### config.mk
export PLATFORM = sky130hd
export DESIGN_NAME = pmod_btn
export DESIGN_NICKNAME = d
export VERILOG_FILES = /design/src/rtl/pmod_pkg.sv /design/src/rtl/pmod_debounce_bit.sv /design/src/rtl/pmod_btn.sv
export SDC_FILE = /design/constraint.sdc
export NUM_CORES = 1
export LEC_CHECK = 0
export ABC_AREA = 1
export BUFFER_PORTS_ARGS = -buffer_cell sky130_fd_sc_hd__clkbuf_2
export CELL_PAD_IN_SITES_DETAIL_PLACEMENT = 1
export CELL_PAD_IN_SITES_GLOBAL_PLACEMENT = 1
export CORE_MARGIN = 2
export CORE_UTILIZATION = 50
export DETAILED_ROUTE_END_ITERATION = 10
export PLACE_DENSITY = 0.94
export SLEW_MARGIN = 0
export SYNTH_ARGS = -nofsm -noshare
export SYNTH_HDL_FRONTEND = slang
export SYNTH_SLANG_ARGS = --single-unit
### constraint.sdc
create_clock -name clk -period 9.1 [get_ports clk]
set_input_delay 0.91 -clock clk [delete_from_list [all_inputs] [get_ports clk]]
set_output_delay 0.91 -clock clk [all_outputs]
set_load 0.02 [all_outputs]
### src/rtl/pmod_pkg.sv
// Shared PMOD definitions used by both the button input block and the LED driver.
package pmod_pkg;

    localparam int unsigned PMOD_W = 8;

    // Logical bit i is wired to PMOD pin PIN_MAP[i].
    localparam int unsigned PIN_MAP [PMOD_W] = '{1, 3, 5, 7, 0, 2, 4, 6};

    // Per-channel debounce state: STABLE while raw matches btn, PENDING otherwise.
    typedef enum logic {
        DB_STABLE  = 1'b0,
        DB_PENDING = 1'b1
    } db_state_e;

endpackage

### src/rtl/pmod_debounce_bit.sv
// One debounce channel: accepts a new level after DEBOUNCE_CYCLES consecutive
// mismatched samples and emits a one-cycle press or release strobe.
module pmod_debounce_bit
    import pmod_pkg::*;
#(
    parameter int unsigned DEBOUNCE_CYCLES = 250000
) (
    input  logic clk,
    input  logic reset,
    input  logic raw,
    output logic btn,
    output logic press,
    output logic rel
);

    localparam int unsigned   CW       = $clog2(DEBOUNCE_CYCLES);
    localparam logic [CW-1:0] CNT_LAST = CW'(DEBOUNCE_CYCLES - 1);

    db_state_e     state;
    logic [CW-1:0] cnt;
    logic [CW-1:0] cnt_nxt;
    logic          btn_nxt;
    logic          press_nxt;
    logic          rel_nxt;

    // Next-state: count while mismatched, accept on the last count, clear on match.
    always_comb begin
        cnt_nxt   = '0;
        btn_nxt   = btn;
        press_nxt = 1'b0;
        rel_nxt   = 1'b0;
        state     = (raw != btn) ? DB_PENDING : DB_STABLE;
        case (state)
            DB_STABLE: begin
                cnt_nxt = '0;
            end
            DB_PENDING: begin
                if (cnt == CNT_LAST) begin
                    btn_nxt   = raw;
                    press_nxt = raw;
                    rel_nxt   = ~raw;
                end else begin
                    cnt_nxt = cnt + 1'b1;
                end
            end
            default: begin
                cnt_nxt = '0;
            end
        endcase
    end

    // Channel registers.
    always_ff @(posedge clk or posedge reset) begin
        if (reset) begin
            cnt   <= '0;
            btn   <= 1'b0;
            press <= 1'b0;
            rel   <= 1'b0;
        end else begin
            cnt   <= cnt_nxt;
            btn   <= btn_nxt;
            press <= press_nxt;
            rel   <= rel_nxt;
        end
    end

endmodule

### src/rtl/pmod_btn.sv
// PMOD pushbutton input: two-flop synchronizer, pin remap/inversion, per-bit
// debounce, sticky press events and an interrupt line.
module pmod_btn
    import pmod_pkg::*;
#(
    parameter int unsigned DEBOUNCE_CYCLES = 250000
) (
    input  logic              clk,
    input  logic              reset,
    input  logic [PMOD_W-1:0] pmod,
    output logic [PMOD_W-1:0] btn,
    output logic [PMOD_W-1:0] press,
    output logic [PMOD_W-1:0] rel,
    output logic [PMOD_W-1:0] evt,
    input  logic [PMOD_W-1:0] evt_clr,
    output logic              irq
);

    logic [PMOD_W-1:0] s1;
    logic [PMOD_W-1:0] s2;
    logic [PMOD_W-1:0] raw;
    logic [PMOD_W-1:0] evt_nxt;

    // Two-flop synchronizer; reset to the released (pulled-high) level.
    always_ff @(posedge clk or posedge reset) begin
        if (reset) begin
            s1 <= '1;
            s2 <= '1;
        end else begin
            s1 <= pmod;
            s2 <= s1;
        end
    end

    // Remap to logical order, invert to active-high, and debounce each channel.
    for (genvar i = 0; i < PMOD_W; i++) begin : g_ch
        assign raw[i] = ~s2[PIN_MAP[i]];

        pmod_debounce_bit #(
            .DEBOUNCE_CYCLES(DEBOUNCE_CYCLES)
        ) u_db (
            .clk   (clk),
            .reset (reset),
            .raw   (raw[i]),
            .btn   (btn[i]),
            .press (press[i]),
            .rel   (rel[i])
        );
    end

    // Sticky events: a press on the same cycle as a clear wins.
    always_comb begin
        evt_nxt = (evt & ~evt_clr) | press;
    end

    // Event register and interrupt, both taken from the same next value.
    always_ff @(posedge clk or posedge reset) begin
        if (reset) begin
            evt <= '0;
            irq <= 1'b0;
        end else begin
            evt <= evt_nxt;
            irq <= |evt_nxt;
        end
    end

endmodule

==> reports/summary.txt <==
===========================================================================================
Sequential cell area fraction in the yosys report                                    48.91%
Drt wl/cell                                                                        18.35 µm
Cells traversed along the worst timing path                                    clkbuf_2 -> inv_8 -> buf_4
Endpoints failing hold                                                                    0
Starting utilization of the core area                                                50.94%
Leak Pwr                                                                           4.713 nW
Share of the synthesized area in the top cell type                                   44.67%
# H-tree levels                                                                           4
Worst Hold Slack                                                                   353.9 ps
Internal cell power                                                                1.327 mW
Sinks on the clock net                                                                  193
Std-Cell Rows                                                                            51
Remaining design rule violation count                                                     0
Synthesized cell area                                                              9915 µm²
Post-detail-place hpwl                                                             18110 µm
Number of inserted filler cells in the final layout                                    2393
Combinational cell fraction of total power                                             3.4%
Seq. cell area                                                                     4850 µm²
Pin count of the biggest net entering global routing                                    115
Total gr overflow                                                                         0
Most used standard cells in the synthesized netlist                            sky130_fd_sc_hd__nor2_1 (332), sky130_fd_sc_hd__nand2_1 (233), sky130_fd_sc_hd__dfrtp_1 (177)
Clk Latency, worst-skew pair                                                         450 ps
Die area                                                                          20970 µm²
Growth of design area from synthesis to finish                                       10.31%
Number of buffers inserted for hold repair after clock tree synthesis                     0
GP Congestion                                                                        0.8369
Seq pwr share                                                                         51.1%
I/O pin cnt                                                                              51
Crit Path Max Fanout                                                                    114
Worst slew pin tran                                                                 1018 ps
Fraction of power spent switching nets                                               23.49%
Unique cell type count in the Yosys netlist                                              22
Setup Buffers After CTS                                                                   0
CTS tree                                                                                yes
Primary flip-flop cell chosen by synthesis mapping                             sky130_fd_sc_hd__dfrtp_1
R2R depth                                                                                 8
Post-Syn Instances                                                                     1243
Layout Skew                                                                        12.09 ps
Required time of the worst setup path                                               9520 ps
Vias in the first global route                                                         9327
Total power divided by cell area                                               158.5 nW/µm²
Synth Register Bits                                                                     193
Hold path depth                                                                           0
Largest area contributor in the synthesized netlist                            sky130_fd_sc_hd__dfrtp_1
Ant. Diodes                                                                               0
Worst setup path class                                                             in2async
Logic depth of the worst setup path including buffers                                     3
Number of port buffers                                                                   50
Final slew viol count                                                                     0
Post-Syn Area per Cell                                                            7.976 µm²
First-pass GRT wire length                                                         46820 µm
Area of combinational cells with multiple inputs                                   4393 µm²
Category of the worst setup path launch point                                     input pin
Final period utilization                                                             24.35%
Part of the power in the clock network                                                45.5%
Vias per Instance                                                                     5.474
Clock tree root driver cell                                                    sky130_fd_sc_hd__clkbuf_16
Final Setup Violations                                                                    0
Nets                                                                                   1315
Count of nets left with antenna violations after detail routing                           0
Peak VDD IR                                                                        124.1 µV
Share of synthesized registers carrying an async set or reset                        100.0%
Post-synth EDFFs                                                                          0
CTS clk-pin slew, worst paths                                                         70 ps
Inserted Clock Buffers                                                                   17
Antenna violations before repair                                                          0
Layout cell share with drive strength beyond 1                                       13.06%
Width of the die                                                                   144.8 µm
Cell class contributing the biggest share of worst-path delay                  buffers and inverters
Cts repair resizes                                                                        0
Count leader, synth                                                            sky130_fd_sc_hd__nor2_1
Pre-Repair DR Iteration Count                                                             5
Maximum root-to-sink buffer count                                                         2
CP Buf/Inv Count                                                                          3
Synth warnings                                                                            0
Final critical delay including setup and external delays                            2215 ps
Status                                                                         complete, no violations
Number of design-rule violations left by the first detailed-router iteration            433
RSZ-0062 raised after global routing                                                  false
Max stage delay on crit path                                                         930 ps
Setup Total Neg Slack                                                                  0 ps
Worst slew margin relative to its limit                                              32.15%
Floorplan Core Area                                                               19460 µm²
Largest cells by area after synthesis                                          sky130_fd_sc_hd__dfrtp_1 (45%), sky130_fd_sc_hd__nor2_1 (13%), sky130_fd_sc_hd__nand2_1 (8.8%), sky130_fd_sc_hd__inv_1 (5.0%), sky130_fd_sc_hd__nand3_1 (4.4%)
Highest clock rate                                                                451.4 MHz
Switching component of the power                                                  0.4072 mW
Data arrival time at the worst-slack endpoint                                       2640 ps
Count of max-cap constraint violations                                                    0
Total wirelength of the detailed-routed design                                     28760 µm
Global routing usage summed across all routing layers                                28.72%
Hold crit path type                                                                 reg2reg
Library cell contributing the largest single delay on the critical path        sky130_fd_sc_hd__buf_4
Kind of end point of the critical path                                         asynchronous set/reset pin
Vertical die dimension                                                             144.8 µm
Syn Nets                                                                               1269
Vias after detailed routing                                                            8577
===========================================================================================
## cell usage in the layout, fill, tap and decap left out, types with 10 or more instances in the layout
cell	instances
sky130_fd_sc_hd__inv_1	130
sky130_fd_sc_hd__xnor2_1	20
sky130_fd_sc_hd__nand2_1	233
sky130_fd_sc_hd__nor3_1	12
sky130_fd_sc_hd__nor2_2	21
sky130_fd_sc_hd__dfrtp_1	177
sky130_fd_sc_hd__xor2_1	48
sky130_fd_sc_hd__nand4_1	16
sky130_fd_sc_hd__a21oi_1	26
sky130_fd_sc_hd__o21ai_0	10
sky130_fd_sc_hd__o21bai_1	14
sky130_fd_sc_hd__dfstp_2	16
sky130_fd_sc_hd__nand3_1	87
sky130_fd_sc_hd__nand2_2	21
sky130_fd_sc_hd__clkbuf_2	50
sky130_fd_sc_hd__nor2_1	332
sky130_fd_sc_hd__nor2_4	21
sky130_fd_sc_hd__clkbuf_16	17
## logic make-up (layout without fill, tap and decap cells)
| logic type | count (synthesis) | in the layout | synth area share [%] |
|---|---|---|---|
| simple gates | 763 | 763 | 34.11 |
| compound gates | 56 | 56 | 3.180 |
| buf+inv | 155 | 214 | 6.777 |
| xor+xnor | 68 | 68 | 6.007 |
| flops | 193 | 193 | 48.91 |
| fa+ha+maj | 8 | 8 | 1.010 |
## area by class of cell
| type | count | area share (%) |
|---|---|---|
| Clock buffer | 19 | 4.050 |
| Tap cell | 265 | 3.032 |
| Multi-Input combinational cell | 895 | 40.17 |
| Clock inverter | 13 | 1.487 |
| Sequential cell | 193 | 44.34 |
| Timing Repair Buffer | 51 | 2.357 |
| Inverter | 131 | 4.565 |
## state kept, by name, indices dropped and copies added, names as in the netlist
name / count
g_ch.u_db.cnt: 144
irq: 1
s1: 8
evt: 8
g_ch.u_db.btn: 8
s2: 8
g_ch.u_db.press: 8
g_ch.u_db.rel: 8
## through the flow
| stage | cell area, µm² | power [mW] | utilization (%) | setup WS, ps | instances |
|---|---|---|---|---|---|
| after floorplan | 9915 | 0.9347 | - | 2961 | 1243 |
| after global placement | 10330 | 0.9522 | 53.08 | 6427 | 1535 |
| after detailed placement | 10330 | 0.9585 | 53.08 | 6356 | 1535 |
| after CTS | 10940 | 1.745 | 56.19 | 6843 | 1567 |
| after global routing | 10940 | 1.784 | 56.19 | 6652 | 1567 |
| final | 10940 | 1.734 | 56.19 | 6885 | 1567 |
## path summary, 6_finish.rpt
path / slack [ps] / to / from
worst min-delay path: 350 / s2[6] / s1[6]
worst min register to register: 350 / s2[6] / s1[6]
worst max register to register: 7160 / g_ch[0].u_db.cnt[16] / g_ch[0].u_db.cnt[1]
min in group asynchronous: 530 / g_ch[1].u_db.cnt[13] / reset
max in group clk: 6970 / btn[3] / g_ch[3].u_db.btn
worst max-delay path: 6880 / g_ch[6].u_db.press / reset
## power groups by stage
| stage | Combinational (mW) | Clock, mW | Sequential, mW |
|---|---|---|---|
| finish | 0.0598 | 0.789 | 0.885 |
| global route | 0.0679 | 0.831 | 0.886 |
| CTS | 0.0614 | 0.799 | 0.885 |
| detailed placement | 0.0586 | 0 | 0.900 |
| global placement | 0.0541 | 0 | 0.898 |
| floorplan | 0.0383 | 0 | 0.896 |
## metal layers
metal  global-route usage (%)  vias up  part of all wire (%)  wire, µm
met1                    33.06     4290                    41     11660
met4                    14.36        0                   4.2      1218
met2                    50.37      244                    51     14620
li1                         -     3944                     -         -
met3                    6.384       99                   4.4      1261
met5                        0        -                     0         0
Note: power is estimated with default switching activity, not from simulation.
